===== config.mk =====
export PLATFORM = sky130hd
export DESIGN_NAME = hazard_controller_flat
export DESIGN_NICKNAME = d
export VERILOG_FILES = /design/src/rtl/hazard_controller_if.sv /design/src/rtl/hazard_controller.sv /design/src/flat_wrapper.sv
export SDC_FILE = /design/constraint.sdc
export NUM_CORES = 1
export LEC_CHECK = 0
export ABC_AREA = 1
export CAP_MARGIN = 20
export CORE_ASPECT_RATIO = 1.25
export CORE_MARGIN = 2
export CORE_UTILIZATION = 57
export DETAILED_ROUTE_END_ITERATION = 12
export PLACE_DENSITY = 0.88
export SLEW_MARGIN = 20
export SYNTH_ARGS = -nofsm -noshare
export SYNTH_HDL_FRONTEND = slang
export SYNTH_SLANG_ARGS = --single-unit

===== constraint.sdc =====
create_clock -name clk -period 3.1 [get_ports clk]
set_input_delay 0.62 -clock clk [delete_from_list [all_inputs] [get_ports clk]]
set_output_delay 0.62 -clock clk [all_outputs]
set_load 0.005 [all_outputs]

===== src/rtl/hazard_controller_if.sv =====
// Signal bundle between the pipeline datapath and the hazard controller.
// The datapath side (master) supplies decode fields, branch resolution and
// memory readiness; the controller side (slave) returns stall, flush,
// forward selects and status.
interface hazard_if #(
  parameter int CNT_W = 16
);
  logic [4:0]       Rs1D;
  logic [4:0]       Rs2D;
  logic [4:0]       RdD;
  logic             RegWriteD;
  logic             MemWriteD;
  logic [1:0]       ResultSrcD;
  logic             PCSrcE;
  logic             MemReadyM;

  logic             StallF;
  logic             StallD;
  logic             StallE;
  logic             StallM;
  logic             FlushD;
  logic             FlushE;
  logic             FlushW;
  logic [1:0]       ForwardAE;
  logic [1:0]       ForwardBE;
  logic [4:0]       Rs1E;
  logic [4:0]       Rs2E;
  logic [CNT_W-1:0] StallCount;
  logic             MemTimeout;

  modport master (
    output Rs1D, Rs2D, RdD, RegWriteD, MemWriteD, ResultSrcD, PCSrcE, MemReadyM,
    input  StallF, StallD, StallE, StallM, FlushD, FlushE, FlushW,
           ForwardAE, ForwardBE, Rs1E, Rs2E, StallCount, MemTimeout
  );

  modport slave (
    input  Rs1D, Rs2D, RdD, RegWriteD, MemWriteD, ResultSrcD, PCSrcE, MemReadyM,
    output StallF, StallD, StallE, StallM, FlushD, FlushE, FlushW,
           ForwardAE, ForwardBE, Rs1E, Rs2E, StallCount, MemTimeout
  );
endinterface


===== src/rtl/hazard_controller.sv =====
// Hazard controller for a 5-stage pipeline. Tracks a shadow copy of the
// E/M/W register fields it needs, resolves load-use and memory-wait stalls,
// branch flushes and operand forwarding, and keeps a stall performance
// counter plus a sticky memory-timeout flag.
module hazard_controller #(
  parameter int TIMEOUT = 15,
  parameter int CNT_W   = 16
) (
  input logic   clk,
  input logic   rst,
  hazard_if.slave hz
);

  localparam logic [7:0] TMO     = 8'(TIMEOUT);
  localparam logic [7:0] TMO_M1  = 8'(TIMEOUT - 1);

  // E-stage shadow
  logic [4:0] rs1_e, rs2_e, rd_e;
  logic       regwrite_e;
  logic [1:0] resultsrc_e;
  logic       mem_e;
  // M-stage shadow; the M result source has no consumer in this block, load-ness
  // in M is already carried by mem_m.
  logic [4:0] rd_m;
  logic       regwrite_m;
  logic       mem_m;
  // W-stage shadow
  logic [4:0] rd_w;
  logic       regwrite_w;

  logic [7:0]       wait_cnt;
  logic [CNT_W-1:0] stall_cnt;
  logic             mem_timeout;

  logic mem_d;
  logic mem_stall;
  logic lw_stall;
  logic flush_e;

  assign mem_d     = hz.MemWriteD | (hz.ResultSrcD == 2'b01);
  assign mem_stall = mem_m & ~hz.MemReadyM;
  assign lw_stall  = (resultsrc_e == 2'b01) & regwrite_e & (rd_e != 5'd0) &
                     ((rd_e == hz.Rs1D) | (rd_e == hz.Rs2D));
  // A memory wait freezes everything, so the E bubble only applies without it.
  assign flush_e   = ~mem_stall & (lw_stall | hz.PCSrcE);

  assign hz.Rs1E       = rs1_e;
  assign hz.Rs2E       = rs2_e;
  assign hz.StallCount = stall_cnt;
  assign hz.MemTimeout = mem_timeout;

  // Stall and flush decode; memory wait dominates load-use and branch flush.
  always_comb begin
    // NOTE: every output is given a default first so no path can infer a latch.
    hz.StallF = 1'b0;
    hz.StallD = 1'b0;
    hz.StallE = 1'b0;
    hz.StallM = 1'b0;
    hz.FlushD = 1'b0;
    hz.FlushE = 1'b0;
    hz.FlushW = 1'b0;
    if (rst) begin
      if (mem_stall) begin
        hz.StallF = 1'b1;
        hz.StallD = 1'b1;
        hz.StallE = 1'b1;
        hz.StallM = 1'b1;
        hz.FlushW = 1'b1;
      end else begin
        hz.StallF = lw_stall;
        hz.StallD = lw_stall;
        hz.FlushD = hz.PCSrcE;
        hz.FlushE = lw_stall | hz.PCSrcE;
      end
    end
  end

  // Forward selects: the younger M result wins over W; x0 is never forwarded.
  always_comb begin
    hz.ForwardAE = 2'b00;
    hz.ForwardBE = 2'b00;
    if (rst) begin
      if (regwrite_m && rd_m != 5'd0 && rd_m == rs1_e)      hz.ForwardAE = 2'b10;
      else if (regwrite_w && rd_w != 5'd0 && rd_w == rs1_e) hz.ForwardAE = 2'b01;
      if (regwrite_m && rd_m != 5'd0 && rd_m == rs2_e)      hz.ForwardBE = 2'b10;
      else if (regwrite_w && rd_w != 5'd0 && rd_w == rs2_e) hz.ForwardBE = 2'b01;
    end
  end

  // Shadow pipeline advance: hold E/M and bubble W on a memory wait.
  always_ff @(posedge clk or negedge rst) begin
    // NOTE: state is written with non-blocking assignments so every stage
    // samples the pre-edge value of the stage before it.
    if (!rst) begin
      rs1_e       <= '0;
      rs2_e       <= '0;
      rd_e        <= '0;
      regwrite_e  <= 1'b0;
      resultsrc_e <= '0;
      mem_e       <= 1'b0;
      rd_m        <= '0;
      regwrite_m  <= 1'b0;
      mem_m       <= 1'b0;
      rd_w        <= '0;
      regwrite_w  <= 1'b0;
    end else if (mem_stall) begin
      rd_w       <= '0;
      regwrite_w <= 1'b0;
    end else begin
      if (flush_e) begin
        rs1_e       <= '0;
        rs2_e       <= '0;
        rd_e        <= '0;
        regwrite_e  <= 1'b0;
        resultsrc_e <= '0;
        mem_e       <= 1'b0;
      end else begin
        rs1_e       <= hz.Rs1D;
        rs2_e       <= hz.Rs2D;
        rd_e        <= hz.RdD;
        regwrite_e  <= hz.RegWriteD;
        resultsrc_e <= hz.ResultSrcD;
        mem_e       <= mem_d;
      end
      rd_m       <= rd_e;
      regwrite_m <= regwrite_e;
      mem_m      <= mem_e;
      rd_w       <= rd_m;
      regwrite_w <= regwrite_m;
    end
  end

  // Memory wait counter, sticky timeout flag and saturating stall counter.
  always_ff @(posedge clk or negedge rst) begin
    if (!rst) begin
      wait_cnt    <= '0;
      mem_timeout <= 1'b0;
      stall_cnt   <= '0;
    end else begin
      if (!mem_stall)          wait_cnt <= '0;
      else if (wait_cnt != TMO) wait_cnt <= wait_cnt + 8'd1;

      if (mem_stall && wait_cnt == TMO_M1) mem_timeout <= 1'b1;

      if ((lw_stall || mem_stall) && stall_cnt != '1) stall_cnt <= stall_cnt + 1'b1;
    end
  end

endmodule


===== src/flat_wrapper.sv =====
// flat-port wrapper written by rule: the top's interface ports become plain ports
module hazard_controller_flat 
#(
  parameter int TIMEOUT = 15,
  parameter int CNT_W   = 16
)
  (clk, rst, hz_Rs1D, hz_Rs2D, hz_RdD, hz_RegWriteD, hz_MemWriteD, hz_ResultSrcD, hz_PCSrcE, hz_MemReadyM, hz_StallF, hz_StallD, hz_StallE, hz_StallM, hz_FlushD, hz_FlushE, hz_FlushW, hz_ForwardAE, hz_ForwardBE, hz_Rs1E, hz_Rs2E, hz_StallCount, hz_MemTimeout);
  hazard_if #(.CNT_W(CNT_W)) hz_i ();
  input logic clk;
  input logic rst;
  input wire logic [$bits(hz_i.Rs1D)-1:0] hz_Rs1D;
  input wire logic [$bits(hz_i.Rs2D)-1:0] hz_Rs2D;
  input wire logic [$bits(hz_i.RdD)-1:0] hz_RdD;
  input wire logic [$bits(hz_i.RegWriteD)-1:0] hz_RegWriteD;
  input wire logic [$bits(hz_i.MemWriteD)-1:0] hz_MemWriteD;
  input wire logic [$bits(hz_i.ResultSrcD)-1:0] hz_ResultSrcD;
  input wire logic [$bits(hz_i.PCSrcE)-1:0] hz_PCSrcE;
  input wire logic [$bits(hz_i.MemReadyM)-1:0] hz_MemReadyM;
  output wire logic [$bits(hz_i.StallF)-1:0] hz_StallF;
  output wire logic [$bits(hz_i.StallD)-1:0] hz_StallD;
  output wire logic [$bits(hz_i.StallE)-1:0] hz_StallE;
  output wire logic [$bits(hz_i.StallM)-1:0] hz_StallM;
  output wire logic [$bits(hz_i.FlushD)-1:0] hz_FlushD;
  output wire logic [$bits(hz_i.FlushE)-1:0] hz_FlushE;
  output wire logic [$bits(hz_i.FlushW)-1:0] hz_FlushW;
  output wire logic [$bits(hz_i.ForwardAE)-1:0] hz_ForwardAE;
  output wire logic [$bits(hz_i.ForwardBE)-1:0] hz_ForwardBE;
  output wire logic [$bits(hz_i.Rs1E)-1:0] hz_Rs1E;
  output wire logic [$bits(hz_i.Rs2E)-1:0] hz_Rs2E;
  output wire logic [$bits(hz_i.StallCount)-1:0] hz_StallCount;
  output wire logic [$bits(hz_i.MemTimeout)-1:0] hz_MemTimeout;
  assign hz_i.Rs1D = hz_Rs1D;
  assign hz_i.Rs2D = hz_Rs2D;
  assign hz_i.RdD = hz_RdD;
  assign hz_i.RegWriteD = hz_RegWriteD;
  assign hz_i.MemWriteD = hz_MemWriteD;
  assign hz_i.ResultSrcD = hz_ResultSrcD;
  assign hz_i.PCSrcE = hz_PCSrcE;
  assign hz_i.MemReadyM = hz_MemReadyM;
  assign hz_StallF = hz_i.StallF;
  assign hz_StallD = hz_i.StallD;
  assign hz_StallE = hz_i.StallE;
  assign hz_StallM = hz_i.StallM;
  assign hz_FlushD = hz_i.FlushD;
  assign hz_FlushE = hz_i.FlushE;
  assign hz_FlushW = hz_i.FlushW;
  assign hz_ForwardAE = hz_i.ForwardAE;
  assign hz_ForwardBE = hz_i.ForwardBE;
  assign hz_Rs1E = hz_i.Rs1E;
  assign hz_Rs2E = hz_i.Rs2E;
  assign hz_StallCount = hz_i.StallCount;
  assign hz_MemTimeout = hz_i.MemTimeout;
  hazard_controller #(.TIMEOUT(TIMEOUT), .CNT_W(CNT_W)) u_core (.clk(clk), .rst(rst), .hz(hz_i));
endmodule

## Word-level counts from Yosys, hierarchy flattened

Index checks and enable logic that the tools add are counted.

- Bits in registers: 57
- Input port bits: 23
- Output and inout port bits: 38
- Word-level logic and storage cells: 74

- Add/subtract/negate cells: 2
- Equality and inequality tests: 12
- Mux-type cells: 24
- Bitwise logic cells: 10
- Reduce and logical (&&, ||, !) cells: 12

Operators with widths:

| kind | count |
|---|---|
| 5-bit equality test | 6 |
| 5-bit two-way mux | 4 |
| 16-bit by 1-bit adder with 16-bit output, second input constant | 1 |
| 8-bit two-way mux | 2 |
| 16-bit inequality test, second input constant | 1 |
| 5-bit nonzero test | 3 |
| 1-bit two-way mux | 13 |
| 2-bit two-way mux | 5 |
| 8-bit by 1-bit adder with 8-bit output, second input constant | 1 |
| 8-bit by 4-bit equality test with 1-bit output, second input constant | 1 |
| 1-bit logical AND | 8 |
| 8-bit by 4-bit inequality test with 1-bit output, second input constant | 1 |
| 1-bit AND | 5 |
| 2-bit by 1-bit equality test with 1-bit output, second input constant | 2 |
| 1-bit OR | 3 |
| 2-bit inequality test, second input constant | 1 |
| 1-bit inverter | 2 |
| 1-bit logical OR | 1 |

## Longest topological paths before layout

Gate-level depths: netlist of the first run.

- Word-level depth: 7
- Depth in mapped cells: 12
- Gate-level depth less buffers: 11

## Worst setup path after synthesis of the first run

No wires, ideal clock.

- Path type: input -> output
- From: in hz_MemReadyM
- To: out hz_StallF
- Arrival time: 1855 ps
- Data required time: 2480 ps
- Slack: 625 ps
- Stages on the path: 6
- Path buffers: 3
- Path through: nor2_1 clkinv_1 clkbuf_1 buf_1 a21oi_1 buf_4

- Longest elaborated chain between the ends: 4

Ends and longest elaborated chain:

| item | RTL line | RTL |
|---|---|---|
| start: declaration | flat_wrapper.sv:18 | `input wire logic [$bits(hz_i.MemReadyM)-1:0] hz_MemReadyM;` |
| 1-bit inverter | hazard_controller.sv:41 | `assign mem_stall = mem_m & ~hz.MemReadyM;` |
| 1-bit AND | hazard_controller.sv:41 |  |
| 1-bit two-way mux (2 in series) | -- |  |
| end: declaration | flat_wrapper.sv:19 | `output wire logic [$bits(hz_i.StallF)-1:0] hz_StallF;` |

No other way between the ends.

## Final worst setup path of the first run

- From: in hz_Rs1D[0]
- To: out hz_StallD

- Longest elaborated chain between the ends: 5

Ends and longest elaborated chain:

| item | RTL line | RTL |
|---|---|---|
| start: declaration | flat_wrapper.sv:11 | `input wire logic [$bits(hz_i.Rs1D)-1:0] hz_Rs1D;` |
| 5-bit equality test | hazard_controller.sv:43 | `((rd_e == hz.Rs1D) \| (rd_e == hz.Rs2D));` |
| 1-bit OR | hazard_controller.sv:43 |  |
| 1-bit AND | hazard_controller.sv:42 | `assign lw_stall = (resultsrc_e == 2'b01) & regwrite_e & (rd_e != 5'd0) &` |
| 1-bit two-way mux | hazard_controller.sv:63 | `if (mem_stall) begin` |
| 1-bit two-way mux | hazard_controller.sv:62 | `if (rst) begin` |
| end: declaration | flat_wrapper.sv:20 | `output wire logic [$bits(hz_i.StallD)-1:0] hz_StallD;` |

No other way between the ends.

==> results by stage, run 1 <==
Status:
- The flow ran to the end, and the final reports show no timing, DRC or antenna violations.

STA:
- The number of failing hold endpoints at the final stage is 0.
- Setup repair after global routing left no endpoint under its margin.
- The clock period could shrink to 2.92 ns.
- The setup violation total in the final timing report is 0.
- Dividing the final minimum period by the clock period gives 94.3%.
- The setup skew after layout is 0.00669 ns.
- The count of pins over their slew limit is 0.
- Derived from the worst setup path, the maximum achievable clock frequency is 342 MHz.
- Setup total negative slack on the finished layout was measured at 0 ns.
- The worst pin sits at a relative slew slack of 58.6%.
- The pin slew with the least headroom to its limit is 0.621 ns.

Global route:
- The global routing stage identified its most utilized layer as met2.
- The met1 usage is 34.1%.
- The first-pass GRT wire length is 13.1 mm.
- Entering global routing, the biggest net connects 50 pins.
- Global routing used 5.58% of the available met3 tracks.
- The global route total overflow is 0.
- The via count of the first global-routing pass is 2873.
- The total routing usage reported by global routing is 27.0%.
- The initial antenna violation count is 0.
- For met2 alone, demand over resource in global routing was 44.4%.

Power:
- Summing internal, switching and leakage power gives 2.14 mW.
- The power density over cell area is 525 nW/um^2.
- The largest vdd supply drop is 379 uV.
- The total leakage power is 1.99 nW.

Final layout:
- The library cell used most frequently in the layout, excluding fill and tap cells, is nand2_1.
- At the end of the flow, the number of nets in the layout was 516.
- Summing all non-filler instances in the final layout gives an area of 4070 um^2.
- Cells with a size suffix above 1 make up 6.26% of the layout.
- The top cell types in the final layout, fill and taps aside, are nand2_1 (122), dfrtp_1 (57), clkdlybuf4s50_1 (56).
- 0 antenna diodes ended up in the layout.
- Summing all flip-flop and latch instances after layout gives 1430 um^2.
- The area of the multi-input gates is 1540 um^2.
- The filler cell count is 415.
- Relative to the synthesized area, the layout overhead comes to 25.0%.

Floorplan:
- The die is 88.5 um tall.
- The initial utilization of the core area, before any placement, comes to 59.5%.
- The floorplan core area is 5480 um^2.
- The number of core rows is 30.
- The x dimension of the die is 71.6 um.
- The die covers 6340 um^2.
- The number of ports placed on the die boundary is 61.

Logic synthesis:
- After synthesis, the largest area contributor takes up 43.8% of total cell area.
- Summing the areas of all and, or, nand and nor instances in the mapped netlist gives 29.1% of the synthesized area.
- The post-synthesis compound-gate area fraction is 9.83%.
- Of all cell types, the one taking the most synthesized area is dfrtp_1.
- In this run the mean area of a mapped cell was 7.56 um^2.
- After synthesis, flip-flops and latches occupy 43.8% of the total area.
- The share of cell area taken by muxes after synthesis is 0%.
- The synthesized netlist devotes 1.15% of its cell area to adder and majority cells.
- The synthesized netlist devotes 6.72% of its cell area to XOR and XNOR gates.
- Ranked by total cell area, the synthesized netlist is headed by dfrtp_1 (44%), nand2_1 (14%), inv_1 (5.5%), nand3_1 (4.9%), xor2_1 (4.6%).
- The cell count after synthesis is 431.
- The number of warnings printed during yosys synthesis is 0.
- After synthesis, the largest family of logic cells by area is simple AND/OR/NAND/NOR gates.
- When the netlist entered floorplanning its net count stood at 457.
- The cell area that synthesis handed to floorplanning was 3260 um^2.
- Counting flops and latches in the post-synthesis netlist gives 57.
- The count of distinct cell types in the synthesized netlist is 35.

Detailed routing:
- The final wirelength is 8.11 mm.
- For this block, the via count after detailed routing is 3088.
- The routed via count divided by cell count is 5.52.
- The count of nets left with antenna violations once routing finished came out at 0.
- The total iterations of the first detailed-routing run is 4.
- The mean routed wirelength per cell is 14.5 um.
- For this block, the initial DRC count from the detailed router was 193.
- The DRC violation count after routing is 0.

Worst setup path:
- Together, buffers and inverters on the worst path number 3.
- In this run the critical register-to-register path is launched from u_core.hz.StallCount[0].
- Counting cells, the worst reg-to-reg path comes to 8.
- The worst setup path is launched from a primary input.
- The worst path required time is 2.48 ns.
- Setup slack on the worst reg-to-reg path comes out at 1.01 ns.
- The worst-path cell with the longest stage delay is clkdlybuf4s50_1.
- The worst path arrival time is 2.30 ns.
- Traced cell by cell, the critical path runs through clkdlybuf4s50_1, nand2_1, clkinv_1, nor2_1, nor2_1, nand3_1, nand2_1, nand2_2, a21oi_2, clkdlybuf4s50_1.
- The largest stage delay on the critical path is 0.52 ns.
- Along the worst path, the maximum fanout reaches 3.
- The category of cells accounting for the largest share of critical-path delay is buffers and inverters.
- The category of the critical setup timing path is primary input to output pin.
- The endpoint identified for the worst register-to-register timing path is u_core.hz.StallCount[10].
- The worst setup path is captured at an output pin.

Job:
- The total of max-cap violations is 0.

Clock network:
- The clock tree root driver cell is clkbuf_8.
- The number of clock buffers added by TritonCTS is 9.
- The H-tree generated during clock tree synthesis spans 3 levels.
- For the worst-skew pair, the clock arrives at the later sink with an insertion delay of 0.33 ns.
- The number of sinks handled by clock tree synthesis is 57.
- After clock tree synthesis, the clock-pin slew on the worst setup and hold paths is 0.06 ns.
- The CTS tree is done.
- In this run the deepest clock path goes through 2 buffers.

Placement:
- In this run the cell area measured after placement is 3870 um^2.
- The congestion estimate from routability-driven global placement came to 0.893.
- The sum of net half-perimeters after detailed placement is 5.81 mm.
- Buffers placed on the I/O ports in this run total 60.

Worst hold path:
- The type of the tightest min-delay check is primary input to async pin.
[metrics by stage]
step | setup WS (ns) | cells | utilization (%) | hold WS, ns
finish | 0.175 | 559 | 74.3 | 0.147
global route | 0.0336 | 559 | 74.3 | 0.153
global placement | 0.137 | 543 | 70.6 | 0.434
CTS | 0.0766 | 559 | 74.1 | 0.145
floorplan | 0.625 | 431 | - | 0.324
detailed placement | 0.0782 | 543 | 70.6 | 0.444
[worst reg2reg max path, cell delays in order, from the launching register on]
cell and delay (ns):
dfrtp_1 0.45, ha_1 0.33, nand2_2 0.11, nor3b_2 0.34, nand4_1 0.18, nand2b_4 0.29, nand2_8 0.19, nand2_1 0.07
nand2_1 0.07
[metal layers]
| metal | vias up | part of all wire [%] |
|---|---|---|
| met5 | - | 0 |
| met4 | 0 | 2.6 |
| met3 | 21 | 6.1 |
| met2 | 139 | 48 |
| met1 | 1435 | 43 |
| li1 | 1493 | - |
[cell families (layout without fill, tap and decap cells)]
logic type | count (synthesis) | after routing
adder cells (fa/ha/maj) | 3 | 3
flip-flops | 57 | 57
XOR/XNOR | 25 | 25
AO/OA/AOI/OAI | 55 | 55
buffers and inverters | 71 | 135
AND/OR/NAND/NOR | 220 | 220
[cell type report]
class	count	share of cell area [%]
clock buffers	13	3.65
inverters	54	4.98
clock inverters	3	0.983
well taps	64	1.97
repair buffers	65	15.7
multi-input cells	303	37.7
flip-flops and latches	57	35.0
[sequential cells by signal, summed over array words and instances (netlist names)]
signal,cells
u_core.hz.StallCount,16
u_core.wait_cnt,8
u_core.hz.Rs1E,5
u_core.hz.Rs2E,5
u_core.rd_e,5
u_core.rd_m,5
u_core.rd_w,5
u_core.resultsrc_e,2
u_core.hz.MemTimeout,1
u_core.mem_e,1
u_core.mem_m,1
u_core.regwrite_e,1
u_core.regwrite_m,1
u_core.regwrite_w,1
[worst max path at each step]
| stage | slack [ns] | end | startpoint | cells after the start |
|---|---|---|---|---|
| floorplan | 0.62 | hz_StallF | hz_MemReadyM | 6 |
| global placement | 0.14 | hz_FlushE | hz_Rs1D[4] | 12 |
| finish | 0.18 | hz_StallD | hz_Rs1D[0] | 10 |
| CTS | 0.08 | hz_StallD | hz_Rs1D[4] | 10 |
| detailed placement | 0.08 | hz_StallD | hz_Rs1D[4] | 10 |
| global route | 0.03 | hz_StallD | hz_Rs2D[1] | 10 |
[where the power goes]
group | internal (mW) | switching, mW
Sequential | 0.832 | 0.113
Combinational | 0.247 | 0.277
Clock | 0.391 | 0.277
Total | 1.47 | 0.667
[synthesized netlist by cell type]
master and number:
nand2_1 123, dfrtp_1 57, inv_1 48, nor2_1 38
nand3_1 32, o21ai_0 17, xor2_1 17, a21oi_1 12
nor3_1 12, o22ai_1 9, a21boi_0 8, clkbuf_1 8
xnor2_1 8, nand4_1 6, inv_2 4, buf_4 3
ha_1 3, o21ai_1 3, buf_2 2, buf_6 2
clkinv_1 2, nand2_2 2, nor3b_1 2, o211ai_1 2
a211oi_1 1, a31oi_1 1, buf_1 1, buf_8 1
nand2_8 1, nand2b_4 1, nand3b_1 1, nor3b_2 1
nor4_1 1, o21bai_1 1, o31ai_1 1
[repair_timing]
item,4_1_cts,5_1_grt
hold buffers,0,0
resized for setup,0,5
setup endpoints to repair,0,3
setup buffers,0,0
(Power assumes the default switching activity.)
==> inputs of run 2 (changes only) <==
--- a/config.mk
+++ b/config.mk
@@ -7,11 +7,13 @@
 export LEC_CHECK = 0
 export ABC_AREA = 1
 export CAP_MARGIN = 20
+export CELL_PAD_IN_SITES_DETAIL_PLACEMENT = 0
+export CELL_PAD_IN_SITES_GLOBAL_PLACEMENT = 1
 export CORE_ASPECT_RATIO = 1.25
 export CORE_MARGIN = 2
-export CORE_UTILIZATION = 57
+export CORE_UTILIZATION = 41
 export DETAILED_ROUTE_END_ITERATION = 12
-export PLACE_DENSITY = 0.88
+export PLACE_DENSITY = 0.87
 export SLEW_MARGIN = 20
 export SYNTH_ARGS = -nofsm -noshare
 export SYNTH_HDL_FRONTEND = slang
==> run 2 against run 1 <==
Design area increased by 3.3%. Via count decreased by 5.2%. Fmax decreased by 2.0%. Flip-flop and latch count unchanged. Critical endpoint is now hz_FlushE. Largest cell class unchanged.
==> results by stage, run 2 (synthesis gave the netlist of run 1 again) <==
Status:
- The flow ran to the end, and the final reports show no timing, DRC or antenna violations.

Clock network:
- The tree is rooted in a clkbuf_8.
- Post-CTS timing repair inserted 0 buffers for setup.
- The CTS tree is done.
- The number of sinks handled by clock tree synthesis is 57.
- In this run the deepest clock path goes through 2 buffers.
- The number of H-tree levels is 3.
- The worst-skew pair later-pin latency is 0.34 ns.
- The clock-pin transition on the worst setup and hold timing paths is 0.07 ns.
- The number of CTS-inserted buffers is 9.

Power:
- The analysis attributes to net switching a power of 0.678 mW.
- In this run switching power makes up 28.1% of total power.
- Combinational logic is responsible for 21.4% of the overall power.
- The total leakage power is 2.03 nW.
- The power density over cell area is 574 nW/um^2.
- The cell internal power dissipation is 1.74 mW.
- The largest vdd supply drop is 367 uV.
- The share of total power dissipated in the clock network is 39.7%.
- The share of power burned in registers is 38.8%.

STA:
- The setup violation total in the final timing report is 0.
- Hold timing on the final database bottoms out at a slack of 0.0979 ns.
- The final critical path takes up 96.3% of the cycle.
- The peak clock frequency supported by timing is 335 MHz.
- Setup repair after global routing could not meet its margin everywhere.
- The setup skew after layout is 0.0120 ns.
- At the pin with the least slew margin, the transition time is 0.680 ns.
- The count of pins over their slew limit was 0.
- The shortest period the worst path allows is 2.99 ns.
- The tightest slew margin relative to the limit is 54.6%.
- The number of failing hold endpoints at the final stage was 0.

Global route:
- The initial antenna violation count is 0.
- The total overflow left after global routing is 0.
- The global routing stage identified its most utilized layer as met2.
- The via count of the first global-routing pass is 2859.
- For met1 alone, demand over resource in global routing was 21.9%.
- The first-pass GRT wire length is 13.2 mm.
- The total routing usage reported by global routing is 18.9%.
- The met2 layer usage reported by global route is 33.1%.
- The met3 track demand over resource in global routing is 3.19%.
- The largest net degree at the start of global routing is 53.

Floorplan:
- The region available for standard cell placement spans 7750 um^2.
- Pin placement for this block handled 61 I/O pins.
- The initial cell density of the core is 42.1%.
- The die outline area is 8680 um^2.
- The x dimension of the die is 83.8 um.
- The number of core rows is 36.
- From bottom edge to top edge, the die measures 104 um.

Worst setup path:
- For this run, the slowest stage of the critical path takes 0.50 ns.
- The worst setup path is launched from a primary input.
- The worst path arrival time is 2.37 ns.
- Data on the critical path is required at its endpoint by 2.48 ns.
- The cell that appears most often on the critical path is nand2_1.
- The category of the critical setup timing path is primary input to output pin.
- The reg-to-reg startpoint is u_core.hz.StallCount[0].
- For flop-to-flop paths, the worst setup slack is 1.17 ns.
- The signal on the critical path passes through clkdlybuf4s50_1, inv_1, nand2_1, nand2_1, nor2_2, nand3_1, nand2_1, nand2_2, nand2_1, nand2_1, nor2_1, clkdlybuf4s50_1.
- The worst-path cell with the longest stage delay is clkdlybuf4s50_1.
- The endpoint identified for the worst register-to-register timing path is u_core.hz.StallCount[7].
- The worst setup path is captured at an output pin.
- Along the worst path, the maximum fanout reaches 3.
- Counting cells, the worst reg-to-reg path comes to 8.

Final layout:
- The library cell used most frequently in the layout, excluding fill and tap cells, is nand2_1.
- In the layout the commonest cells are nand2_1 (122), dfrtp_1 (57), clkdlybuf4s50_1 (56).
- The antenna diode instance count is 0.
- After routing the design area is 4210 um^2.
- The number of flip-flops in the largest register is 16.
- The share of final-layout standard cells stronger than drive strength 1 is 7.06%.
- For this run, the post-layout net count is 517.
- Cells fill 54.3% of the core in the end.
- From synthesis to final layout, the design area changed by 29.1%.

Placement:
- The sum of net half-perimeters after detailed placement is 5.66 mm.
- Buffers placed on the I/O ports in this run total 60.
- The final RePlAce weighted congestion is 0.868.
- Once placement finished, the instance area stood at 3920 um^2.

Detailed routing:
- The via total after detailed routing is 2927.
- Dividing the detail-routed via count by the number of cells gives 4.95.
- The routed design has 7.87 mm of wire.
- The DRC violation count after routing is 0.
- Dividing the detail-routed wire length by the instance count gives 13.3 um.
- Once detail routing completed, the nets flagged for antenna violations numbered 0.
- For this run, the detailed router's first-pass iteration total came to 4.
- After the first detailed-routing iteration, the DRC count stood at 83.

Job:
- The tool flagged a number of max-cap violations equal to 0.

Worst hold path:
- The min-delay analysis places its worst path in the category primary input to async pin.
-- run 2: worst max-delay path by stage --
stage,end,cells after the start,startpoint,slack (ns)
5_1_grt,hz_StallF,10,hz_Rs2D[3],-0.02
3_3_place_gp,hz_FlushE,12,hz_Rs2D[1],0.07
3_5_place_dp,hz_FlushE,12,hz_Rs2D[3],0.06
2_1_floorplan,hz_StallF,6,hz_MemReadyM,0.62
4_1_cts,hz_FlushE,12,hz_Rs2D[3],0.03
6_report,hz_FlushE,12,hz_Rs2D[3],0.11
-- run 2: repair_timing --
action                     CTS  global route
resized for setup            0             5
hold endpoints to repair     0             0
hold buffers                 0             0
setup endpoints to repair    0             3
-- run 2: layout make-up --
cell class,count,area (um^2)
inverters,54,203
clock buffers,11,151
repair buffers,66,648
well taps,95,119
clock inverters,5,125
flip-flops and latches,57,1430
multi-input cells,303,1530
fillers,747,3540
-- run 2: stage by stage --
stage,worst slack [ns],power (mW),TNS (ns),std cells
final,0.114,2.41,0,591
after CTS,0.0330,2.44,0,591
after detailed placement,0.0581,1.47,0,575
after global placement,0.0736,1.46,0,575
after global routing,-0.0179,2.55,-0.0470,591
after floorplan,0.625,1.24,0,431
-- run 2: routing by layer --
| metal | wire length (um) | vias up |
|---|---|---|
| met5 | 0 | - |
| met4 | 235 | 0 |
| met3 | 263 | 17 |
| met2 | 4050 | 61 |
| met1 | 3320 | 1351 |
| li1 | - | 1498 |
-- run 2: critical path: cells and delay by family --
| family | cells | cell delay (ns) |
|---|---|---|
| buffers and inverters | 3 | 1.05 |
| AND/OR/NAND/NOR | 9 | 0.69 |
-- run 2: power groups by stage --
stage	registers (mW)	clock network (mW)	logic, mW
floorplan	0.932	0	0.306
global placement	0.949	0	0.513
detailed placement	0.951	0	0.522
CTS	0.937	0.978	0.525
global route	0.955	1.01	0.584
finish	0.938	0.959	0.517
==> inputs of run 3 (changes only) <==
--- a/config.mk
+++ b/config.mk
@@ -6,14 +6,15 @@
 export NUM_CORES = 1
 export LEC_CHECK = 0
 export ABC_AREA = 1
+export ABC_CLOCK_PERIOD_IN_PS = 3100
 export CAP_MARGIN = 20
 export CELL_PAD_IN_SITES_DETAIL_PLACEMENT = 0
 export CELL_PAD_IN_SITES_GLOBAL_PLACEMENT = 1
 export CORE_ASPECT_RATIO = 1.25
 export CORE_MARGIN = 2
-export CORE_UTILIZATION = 41
+export CORE_UTILIZATION = 35
 export DETAILED_ROUTE_END_ITERATION = 12
-export PLACE_DENSITY = 0.87
+export PLACE_DENSITY = 0.77
 export SLEW_MARGIN = 20
 export SYNTH_ARGS = -nofsm -noshare
 export SYNTH_HDL_FRONTEND = slang
==> run 3 against run 2 <==
Die area grew 16%. Combinational power is 3% higher. Setup slack improved by 0.10 ns. Flip-flop and latch count unchanged. Critical endpoint unchanged. Non-clock buffer count grew 4. Clock power grew 20%. Core utilization fell by 6.4 points. Sequential power is 1% higher. Register-to-register slack lost 0.09 ns.
==> results by stage, run 3 (synthesis gave the netlist of run 1 again) <==
Final layout:
- The filler cells instantiated in the layout total 926.
- The number of flip-flops in the largest register is 16.
- The top cell types in the final layout, fill and taps aside, are nand2_1 (122), dfrtp_1 (57), clkdlybuf4s50_1 (56).
- The total non-filler cell area in the finished layout is 4350 um^2.
- For this run, the share of the core covered by cells in the final layout is 47.9%.
- The share of final-layout standard cells stronger than drive strength 1 is 8.20%.
- Once layout is complete, the cells apart from fillers number 623.
- The net count reported at finish is 521.
- The area of the multi-input gates is 1550 um^2.
- The library cell used most frequently in the layout, excluding fill and tap cells, is nand2_1.
- The area growth from synthesis to layout is 33.4%.
- The antenna diode instance count is 0.
- Summing all flip-flop and latch instances after layout gives 1430 um^2.

STA:
- The final critical-path share of the clock period is 93.1%.
- Setup repair after global routing left no endpoint under its margin.
- Timing would allow up to 347 MHz.
- The shortest period the worst path allows is 2.89 ns.
- The setup skew after layout is 0.00441 ns.
- The count of pins over their slew limit is 0.
- The number of failing hold endpoints at the final stage was 0.
- The worst hold slack is 0.351 ns.
- The setup slack after layout is 0.215 ns.
- The setup violation total in the final timing report is 0.
- The setup TNS after final layout is 0 ns.
- At the pin with the least slew margin, the transition time is 0.426 ns.
- Measured against its own limit, the worst slew margin works out to 71.4%.

Placement:
- At the end of routability-driven placement, the weighted congestion stood at 0.921.
- Summed over all nets, the half-perimeter wirelength after detailed placement is 6.20 mm.
- The number of cells after detailed placement is 607.
- The minimum setup slack after placement is -0.142 ns.
- Buffers placed on the I/O ports in this run total 60.
- The total placed instance area is 3980 um^2.

Detailed routing:
- Dividing the detail-routed wire length by the instance count gives 13.6 um.
- The first TritonRoute pass finished after 5 iterations.
- For this block, the routed nets add up to 8.49 mm of wire.
- The routed via count divided by cell count is 4.76.
- For this run, design rule violations remaining after detail routing come to 0.
- The detailed router finished its first iteration with 154 violations.
- The detailed router placed 2966 vias in this run.
- The number of nets still failing antenna checks after routing is 0.

Worst setup path:
- The signal on the critical path passes through clkdlybuf4s50_1, nand2_1, inv_1, nor2_1, nor2_2, nand3_1, nand2_1, nand2_2, nand2_1, nand2_1, nor2_2, dlygate4sd2_1.
- Among the stages of the critical path, the cell type that occurs most often is nand2_1.
- The worst register-to-register path begins at u_core.rd_e[0].
- The worst setup path is of the primary input to output pin kind.
- The startpoint type of the worst setup path is a primary input.
- For flop-to-flop paths, the worst setup slack is 1.08 ns.
- STA classifies the critical path endpoint as an output pin.
- The category of cells accounting for the largest share of critical-path delay is buffers and inverters.
- The cell count of the worst reg-to-reg path is 12.
- Data on the critical path is required at its endpoint by 2.48 ns.
- The largest individual stage delay along the critical path comes from the cell clkdlybuf4s50_1.
- Data arrives at the worst endpoint at 2.27 ns.
- The worst reg2reg path endpoint is u_core.hz.StallCount[1].
- Of all nets on the critical path, the largest fanout is 3.
- The cell count along the critical path is 12.
- The largest stage delay on the critical path is 0.51 ns.
- The sum of buffers and inverters on the critical path is 3.

Power:
- Power spread over the standard cell area amounts to 604 nW/um^2.
- In this run the static leakage power is 2.08 nW.
- VDD sags by at most 475 uV.
- The sum of internal, switching and leakage power is 2.63 mW.

Clock network:
- The number of H-tree levels is 3.
- After clock tree synthesis, the clock-pin slew on the worst setup and hold paths is 0.05 ns.
- TritonCTS built the clock tree.
- The tree is rooted in a clkbuf_16.
- The number of clock buffers added by TritonCTS is 9.
- CTS saw 57 sinks.
- The largest buffer count on any clock path is 2.
- The number of setup buffers added after CTS is 0.
- The number of buffers inserted by hold repair at cts is 0.
- Clock latency on the worst-skew pair, taken at its later pin, is 0.32 ns.

Floorplan:
- Once the floorplan was initialized, standard cells occupied 35.9% of the core.
- The die is 112 um tall.
- The number of ports placed on the die boundary is 61.
- The initialized floorplan defines 39 standard-cell rows.
- The die covers 10100 um^2.
- The die is 90.3 um wide.
- The floorplan step defined a core boundary enclosing 9080 um^2.

Global route:
- The initial antenna violation count is 0.
- The via count of the first global-routing pass is 2990.
- The total routing usage reported by global routing is 17.9%.
- Summed over all layers, the global routing overflow is 0.
- The largest net degree at the start of global routing is 32.
- The first-pass GRT wire length is 14.5 mm.

Job:
- The tool flagged a number of max-cap violations equal to 0.

Worst hold path:
- The type of the tightest min-delay check is primary input to async pin.

Status:
- The flow ran to the end, and the final reports show no timing, DRC or antenna violations.
-- run 3: layout make-up --
cell class / count / share of cell area, %
Clock buffer: 9 / 5.18
Timing Repair Buffer: 70 / 15.5
Tap cell: 123 / 3.54
Sequential cell: 57 / 32.8
Clock inverter: 7 / 2.73
Multi-Input combinational cell: 303 / 35.6
Inverter: 54 / 4.66
-- run 3: worst max path at each step --
stage | startpoint | endpoint | slack [ns]
3_3_place_gp | hz_Rs2D[1] | hz_FlushE | -0.13
3_5_place_dp | hz_Rs2D[0] | hz_FlushE | -0.14
2_1_floorplan | hz_MemReadyM | hz_StallF | 0.62
5_1_grt | hz_Rs2D[1] | hz_FlushE | 0.09
4_1_cts | hz_Rs2D[0] | hz_StallF | 0.009
6_report | hz_Rs2D[0] | hz_FlushE | 0.21
-- run 3: where the power goes --
| part | total [mW] | internal (mW) | switching (mW) | leakage, nW |
|---|---|---|---|---|
| sequential | 0.948 | 0.832 | 0.116 | 0.756 |
| combinational | 0.531 | 0.252 | 0.278 | 1.16 |
| clock | 1.15 | 0.784 | 0.363 | 0.162 |
| total | 2.63 | 1.87 | 0.757 | 2.08 |
-- run 3: routing by layer --
layer,GRT usage (%),wire length (um),vias up
met5,0,0,-
met4,8.10,181,0
met3,3.59,284,15
met2,30.2,4150,65
met1,22.3,3880,1389
li1,-,-,1497
-- run 3: timing repair --
item	4_1_cts	5_1_grt
pin swaps	1	0
gates resized for setup	5	3
endpoints found under the setup margin	3	2
